`src/rtl/pr_zoom_sequencer.sv`:
```
// 2x pixel-replication zoom sequencer: one read per source pixel, four writes to the destination.
// Optional build macro PR_PROGRESS_EN adds a 17-bit completed-write counter output `progress`.
module pr_zoom_sequencer #(
  parameter int unsigned SRC_W    = 160,
  parameter int unsigned SRC_H    = 120,
  parameter int unsigned SRC_BASE = 0,
  parameter int unsigned DST_BASE = 19200
) (
  input  logic        clock,
  input  logic        reset,
  input  logic        start,
  output logic        busy,
  output logic        finished,
  output logic [16:0] mem_addr,
  output logic [2:0]  mem_op,
  output logic        mem_enable,
  input  logic        mem_done,
  input  logic [7:0]  rd_data,
  output logic [7:0]  wr_data
`ifdef PR_PROGRESS_EN
  ,
  output logic [16:0] progress
`endif
);

  localparam int unsigned XW = (SRC_W > 1) ? $clog2(SRC_W) : 1;
  localparam int unsigned YW = (SRC_H > 1) ? $clog2(SRC_H) : 1;

  localparam logic [2:0] OP_NONE = 3'b000;
  localparam logic [2:0] OP_RD   = 3'b001;
  localparam logic [2:0] OP_WR   = 3'b010;

  typedef enum logic [2:0] {
    S_IDLE,
    S_RD_REQ,
    S_RD_WAIT,
    S_WR_REQ,
    S_WR_WAIT,
    S_ADV,
    S_FINISH
  } state_t;

  state_t         state;
  logic [XW-1:0]  sx;
  logic [YW-1:0]  sy;
  logic [1:0]     q;

  logic [XW-1:0]  adv_sx;
  logic [YW-1:0]  adv_sy;
  logic           at_end_x;
  logic           at_end_y;
  logic [1:0]     q_next;

  // Constant multiply as a sum of shifted copies, one term per set bit of k.
  function automatic logic [16:0] mul_k(input logic [16:0] a, input int unsigned k);
    logic [16:0] acc;
    acc = '0;
    for (int unsigned i = 0; i < 17; i++) begin
      if (((k >> i) & 32'd1) != 32'd0) acc = acc + (a << i);
    end
    return acc;
  endfunction

  function automatic logic [16:0] src_addr(input logic [XW-1:0] x, input logic [YW-1:0] y);
    return 17'(SRC_BASE) + mul_k(17'(y), SRC_W) + 17'(x);
  endfunction

  function automatic logic [16:0] dst_addr(input logic [XW-1:0] x, input logic [YW-1:0] y,
                                          input logic [1:0] qq);
    return 17'(DST_BASE) + mul_k(17'({y, qq[1]}), 2 * SRC_W) + 17'({x, qq[0]});
  endfunction

  always_comb begin
    at_end_x = (sx == XW'(SRC_W - 1));
    at_end_y = (sy == YW'(SRC_H - 1));
    adv_sx   = at_end_x ? '0 : sx + 1'b1;
    adv_sy   = at_end_x ? sy + 1'b1 : sy;
    q_next   = q + 2'd1;
  end

  always_ff @(posedge clock) begin
    if (reset) begin
      state      <= S_IDLE;
      busy       <= 1'b0;
      finished   <= 1'b0;
      mem_enable <= 1'b0;
      mem_op     <= OP_NONE;
      mem_addr   <= '0;
      wr_data    <= '0;
      sx         <= '0;
      sy         <= '0;
      q          <= '0;
`ifdef PR_PROGRESS_EN
      progress   <= '0;
`endif
    end else begin
      finished <= 1'b0;
      case (state)
        S_IDLE: begin
          mem_enable <= 1'b0;
          mem_op     <= OP_NONE;
          if (start) begin
            sx       <= '0;
            sy       <= '0;
            q        <= '0;
            mem_addr <= src_addr('0, '0);
            mem_op   <= OP_RD;
            busy     <= 1'b1;
            state    <= S_RD_REQ;
`ifdef PR_PROGRESS_EN
            progress <= '0;
`endif
          end
        end

        // Address and op are loaded on entry, so only enable moves inside REQ.
        S_RD_REQ, S_WR_REQ: begin
          if (!mem_enable) begin
            if (mem_done) mem_enable <= 1'b1;
          end else if (!mem_done) begin
            mem_enable <= 1'b0;
            mem_op     <= OP_NONE;
            state      <= (state == S_RD_REQ) ? S_RD_WAIT : S_WR_WAIT;
          end
        end

        S_RD_WAIT: begin
          if (mem_done) begin
            wr_data  <= rd_data;
            q        <= '0;
            mem_addr <= dst_addr(sx, sy, 2'd0);
            mem_op   <= OP_WR;
            state    <= S_WR_REQ;
          end
        end

        S_WR_WAIT: begin
          if (mem_done) begin
`ifdef PR_PROGRESS_EN
            progress <= progress + 17'd1;
`endif
            if (q != 2'd3) begin
              q        <= q_next;
              mem_addr <= dst_addr(sx, sy, q_next);
              mem_op   <= OP_WR;
              state    <= S_WR_REQ;
            end else begin
              state <= S_ADV;
            end
          end
        end

        S_ADV: begin
          if (at_end_x && at_end_y) begin
            finished <= 1'b1;
            state    <= S_FINISH;
          end else begin
            sx       <= adv_sx;
            sy       <= adv_sy;
            mem_addr <= src_addr(adv_sx, adv_sy);
            mem_op   <= OP_RD;
            state    <= S_RD_REQ;
          end
        end

        S_FINISH: begin
          busy  <= 1'b0;
          state <= S_IDLE;
        end

        default: begin
          mem_enable <= 1'b0;
          mem_op     <= OP_NONE;
          busy       <= 1'b0;
          state      <= S_IDLE;
        end
      endcase
    end
  end

endmodule

```
`config.mk`:
```
export PLATFORM = sky130hd
export DESIGN_NAME = pr_zoom_sequencer
export DESIGN_NICKNAME = d
export VERILOG_FILES = /design/src/rtl/pr_zoom_sequencer.sv
export SDC_FILE = /design/constraint.sdc
export NUM_CORES = 1
export LEC_CHECK = 0
export ABC_AREA = 1
export BUFFER_PORTS_ARGS = -buffer_cell sky130_fd_sc_hd__buf_2
export CAP_MARGIN = 20
export CORE_ASPECT_RATIO = 2
export CORE_MARGIN = 2
export CORE_UTILIZATION = 45
export CTS_CLUSTER_SIZE = 8
export DETAILED_ROUTE_END_ITERATION = 6
export REMOVE_ABC_BUFFERS = 1
export SETUP_SLACK_MARGIN = 0.4
export SKIP_LAST_GASP = 1
export SYNTH_ARGS = -nofsm -noshare
export SYNTH_HDL_FRONTEND = slang
export SYNTH_SLANG_ARGS = --single-unit
```
`constraint.sdc`:
```
create_clock -name clock -period 5.5 [get_ports clock]
set_input_delay 1.65 -clock clock [delete_from_list [all_inputs] [get_ports clock]]
set_output_delay 1.65 -clock clock [all_outputs]
set_load 0.02 [all_outputs]
```
### After elaboration in Yosys (flattened, before gate mapping)

Cells that the tools add are included.

* equal/unequal tests: 16
* add/sub/neg operators: 11
* muxes and demuxes: 61
* reduce and logical (&&, ||, !) cells: 16
* bitwise logic cells: 3

Operators by type and width (number)
* $mux 17: 25
* $pmux 17 s4: 1
* $mux 3: 14
* $add 15x17->17 const A: 2
* $add 17x16->17: 2
* $add 17x9->17: 2
* $mux 8: 3
* $mux 7: 3
* $pmux 3 s6: 1
* $add 17x14->17: 1
* $add 17x8->17: 1
* $ne 2x2->1 const B: 8
* $pmux 8 s2: 1
* $pmux 3 s5: 1
* $pmux 7 s2: 1
* $reduce_and 5->1: 2
* $eq 3x3->1 const B: 3
* $add 8x1->8 const B: 1
* $eq 8x8->1 const B: 1
* $mux 2: 4
* $add 7x1->7 const B: 1
* $eq 7x7->1 const B: 1
* $reduce_and 7->1: 1
* $eq 3x2->1 const B: 2
* 17 further kinds: 25

* bits in registers: 51
* input bits: 12
* logic and storage cells: 117
* output and inout bits: 31

### Logic depth before layout (Yosys ltp)

* depth after elaboration: 15
* depth in mapped cells: 24
* gate-level depth less buffers: 23

### Least setup slack after synthesis

No wires, ideal clock.

* path type: register to register
* start: register sx[0]
* end: register mem_addr[13]
* period minus slack after synthesis: 2.908 ns
* data required time: 5.430 ns
* slack: 2.592 ns
* buffers on the path: 0
* setup time: 0.070 ns
* arrival time: 2.838 ns
* cell stages (with the launch flop): 21
* cell sequence: dfxtp_1 -> ha_1 -> nand2_1 -> nor3_2 -> nand2_2 -> inv_1 -> nand4_1 -> xor2_1 -> fa_1 -> nand2_1 -> o21ai_0 -> nand2_1 -> nor2_1 -> nand2_1 -> inv_1 -> nand3_1 -> nand2_1 -> nand3_1 -> nand2_1 -> nand2_1 -> a21oi_1

* word-level cells in the longest chain between the ends: 12
* elaborated cells on any way between the ends: 22
* those cells by class: 5 x add/sub; 2 x eq/ne; 13 x mux; 2 x reduce/logical

RTL lines
* from (decl): RTL line 44 `logic [XW-1:0] sx;`
* from (signal assigned): RTL line 158 `sx <= adv_sx;`
* $eq 8x8->1: RTL line 74 `at_end_x = (sx == XW'(SRC_W - 1));`
* $mux 7: RTL line 77 `adv_sy = at_end_x ? sy + 1'b1 : sy;`
* $mux 17: RTL line 154 `if (at_end_x && at_end_y) begin`
* $mux 17: RTL line 98 `case (state)`
* $mux 17: RTL line 82 `if (reset) begin`
* $add 17x14->17: RTL line 59 `if (((k >> i) & 32'd1) != 32'd0) acc = acc + (a << i);`
* $mux 17: RTL line 154
* $mux 17: RTL line 98
* $mux 17: RTL line 82
* $add 17x8->17: RTL line 65 `return 17'(SRC_BASE) + mul_k(17'(y), SRC_W) + 17'(x);`
* $mux 17: RTL line 154
* $pmux 17 s4: RTL line 98
* to (signal assigned): RTL line 106 `mem_addr <= src_addr('0, '0);`
* to (signal assigned): RTL line 144 `mem_addr <= dst_addr(sx, sy, q_next);`
* to (signal assigned): RTL line 160 `mem_addr <= src_addr(adv_sx, adv_sy);`
* to (decl): RTL line 14 `output logic [16:0] mem_addr,`

Parallel ways exist; a longest one is shown, timed or not. The select of a mux whose other input is x is not followed.
A chain may end at the register's enable or synchronous reset.

### Final worst setup path

* start: register sx[1]
* end: register mem_addr[13]

The elaborated chain is that of the path after synthesis.

==> impl_metrics.csv <==
group,metric,value,unit
clock_network,ctsRootBufferMaster,"clkbuf_16",
place,post-dp-hpwl,9510,um
synthesis,syn_area_per_cell,6.53,sq um
clock_network,clock_latency,0.30,ns
floorplanning,coreArea,0.00889,sq mm
synthesis,synthesis.area,0.00406,sq mm
floorplanning,rows,49,
power_and_ir_drop,switching_power,0.257,mW
drt,drtIter0Drc,112,
final_layout,seqCellArea,0.00100,sq mm
min_path,hp-class,"flip-flop to flip-flop",
sta,fin_crit_sh,62.4,%
clock_network,post_cts_buffers,0,
synthesis,yosysSeqAreaShare,24.6,%
clock_network,cts_buffers,5,
clock_network,path_clk_slew,0.07,ns
drt,totalWireLength,11700,um
sta,setup_tns,0,ns
setup_path,worst-setup-path-type,"flip-flop to flip-flop",
grt,grt_usage,24.4,%
power_and_ir_drop,combPwrFrac,16.1,%
power_and_ir_drop,ir_worst_vdd,0.201,mV
sta,finalHoldViolCount,0,
sta,slew_headroom,40.2,%
sta,final-setup-viol-count,0,
sta,skew,0.00801,ns
sta,worstMarginPinSlew,0.896,ns
setup_path,r2r-start,"sx[1]$_SDFFE_PP0P_",
clock_network,cts.sinks,50,
final_layout,nFillCells,937,
drt,ant_nets,0,
drt,drc,0,
clock_network,htreeDepth,2,
sta,timing.fmax,0.291,GHz
power_and_ir_drop,p_leak,2.20,nW
synthesis,yosys_warnings,0,
power_and_ir_drop,powerDensity,207,mW/mm^2
grt,grt_first_pass_wirelength,18900,um
place,gp_congestion,0.935,
floorplanning,ios,43,
sta,hold_ws,0.461,ns
synthesis,synth_seq_cells,50,
floorplanning,initial_utilization,45.7,%
grt,antenna_found_initial,0,
synthesis,synth_cell_types,41,
grt,overflow,0,
clock_network,cts_buffer_depth,2,
power_and_ir_drop,seq_power_share,40.9,%
final_layout,final_common_cell,"nand2_1",
outcome,status,"complete, no violations",
drt,routed_via_density,5.42,
setup_path,r2r_end,"mem_addr[13]$_SDFFE_PP0P_",
setup_path,rrSetupSlack,2.07,ns
setup_path,cp-startpoint,"sx[1]$_SDFFE_PP0P_",
final_layout,multi_input_area,0.00268,sq mm
final_layout,final_util,50.8,%
setup_path,worstSetupEndpointType,"flip-flop",
final_layout,final_layout_size_suffix_gt1_share,11.9,%
sta,slew_violations,0,
final_layout,area_growth,11.2,%
final_layout,insertedDiodeCount,0,
drt,vias,4111,
setup_path,crit_end,"mem_addr[13]$_SDFFE_PP0P_",
drt,drt_pass1_iterations,4,
final_layout,final_cell_mix,"nand2_1 (197), inv_1 (70), a21oi_1 (67), dfxtp_1 (50), nand3_1 (46)",
clock_network,postCtsHoldBufs,0,
synthesis,synth_edf_count,0,
clock_network,cts_resized,0,
setup_path,path_max_fanout,5,
power_and_ir_drop,clkPwrFrac,43.0,%
drt,post_drt_wl_per_cell,15.4,um
sta,grt_setup_unrepaired,"no",
setup_path,cp.required,5.72,ns
grt,grt_max_degree,51,
sta,finalCriticalPeriod,3.43,ns
setup_path,crit_arrival,3.65,ns
synthesis,syn_inst,622,
place,portBuffers,41,
floorplanning,dieArea,0.00985,sq mm
grt,grt_pass1_vias,4060,
power_and_ir_drop,intPower,0.676,mW
floorplanning,die_x,71.2,um
synthesis,synthArstFlopShare,0,%
setup_path,startpoint_type,"flip-flop",
final_layout,final_nets,710,
job,maxCapViolations,0,
power_and_ir_drop,p_sw_share,27.5,%
clock_network,tritoncts,"yes",
floorplanning,chipHeight,138,um
setup_path,reg2reg_depth,20,
synthesis,synth_flop_cell,"dfxtp_1",
[stage by stage]
| step | area (sq um) | cells | total power [mW] | setup slack, ns |
|---|---|---|---|---|
| 6_report | 4520 | 759 | 0.934 | 2.07 |
| 5_1_grt | 4520 | 759 | 0.978 | 1.72 |
| 4_1_cts | 4520 | 759 | 0.946 | 2.10 |
| 3_5_place_dp | 4320 | 751 | 0.542 | 2.13 |
| 3_3_place_gp | 4320 | 751 | 0.540 | 2.17 |
| 2_1_floorplan | 3970 | 606 | 0.490 | 2.57 |
[routing by layer]
| metal | up-vias | routed length (um) | track usage, % |
|---|---|---|---|
| met2 | 88 | 6700 | 49.0 |
| met3 | 43 | 226 | 2.33 |
| met1 | 1899 | 3970 | 21.4 |
| met5 | - | 0 | 0 |
| li1 | 2081 | - | - |
| met4 | 0 | 757 | 15.8 |
[worst max-delay path, cell delays in order, from the launching register on]
cell and delay, ns:
dfxtp_1 0.36, ha_1 0.17, nand2_1 0.09, nor3_2 0.21, nand2_2 0.18, inv_1 0.20, nand4_1 0.12, xor2_1 0.25
fa_1 0.65, nand2_1 0.07, o21ai_0 0.21, nand2_1 0.10, nor2_1 0.14, nand2_1 0.09, inv_1 0.08, nand3_1 0.06
nand2_1 0.08, nand3_1 0.06, nand2_1 0.06, nand2_1 0.04, a21oi_1 0.12
[synthesized netlist by cell type, drive strengths merged, types with 2 or more instances]
master | count | area share (%)
nand2 | 200 | 19
inv | 77 | 7.2
or2 | 5 | 0.77
a21oi | 68 | 8.5
xnor2 | 4 | 0.86
ha | 36 | 11
o311ai | 2 | 0.43
nand3 | 46 | 5.7
nand3b | 2 | 0.37
o21ai | 20 | 2.7
xor2 | 14 | 3.0
dfxtp | 50 | 25
nand4 | 6 | 0.92
o221ai | 3 | 0.65
a211oi | 2 | 0.37
clkbuf | 8 | 0.74
fa | 6 | 3.0
nor2 | 47 | 5.5
buf | 8 | 1.4
o211ai | 3 | 0.55
nor3 | 8 | 1.1
[layout make-up]
cell class,count,area share [%]
repair buffers,43,4.88
flip-flops and latches,50,22.2
inverters,78,6.59
multi-input cells,478,59.2
clock inverters,3,1.52
well taps,102,2.83
clock buffers,5,2.77
[worst min-delay path by stage]
stage	depth (start not counted)	slack [ns]	startpoint	end
after floorplan	2	0.44	q[1]$_SDFFE_PP0P_	q[1]$_SDFFE_PP0P_
after global placement	2	0.45	wr_data[7]$_SDFFE_PP0P_	wr_data[7]$_SDFFE_PP0P_
after detailed placement	2	0.45	mem_op[0]$_SDFFE_PP0P_	mem_op[0]$_SDFFE_PP0P_
after CTS	2	0.46	mem_op[0]$_SDFFE_PP0P_	mem_op[0]$_SDFFE_PP0P_
after global routing	2	0.47	mem_addr[2]$_SDFFE_PP0P_	mem_addr[2]$_SDFFE_PP0P_
final	2	0.46	mem_op[0]$_SDFFE_PP0P_	mem_op[0]$_SDFFE_PP0P_
[registers in the layout, indices dropped and copies added, names as in the netlist]
| register | count |
|---|---|
| mem_addr | 17 |
| sx | 8 |
| wr_data | 8 |
| sy | 7 |
| state | 3 |
| mem_op | 2 |
| q | 2 |
| busy | 1 |
| finished | 1 |
| mem_enable | 1 |
[cells by family (layout without fill, tap and decap cells)]
kind of cell | count (synthesis) | in the layout | synth area share [%]
compound gates | 101 | 101 | 14.3
fa+ha+maj | 42 | 42 | 14.0
simple gates | 316 | 316 | 33.6
xor+xnor | 18 | 18 | 3.88
buf+inv | 94 | 129 | 9.49
other cells | 1 | 1 | 0.0923
flops | 50 | 50 | 24.6
[power by group through the flow]
stage	logic, mW	clock network (mW)	registers [mW]
2_1_floorplan	0.0913	0	0.399
3_3_place_gp	0.150	0	0.390
3_5_place_dp	0.151	0	0.390
4_1_cts	0.152	0.412	0.382
5_1_grt	0.167	0.427	0.384
6_report	0.150	0.401	0.382
Note: power is estimated with default switching activity, not from simulation.
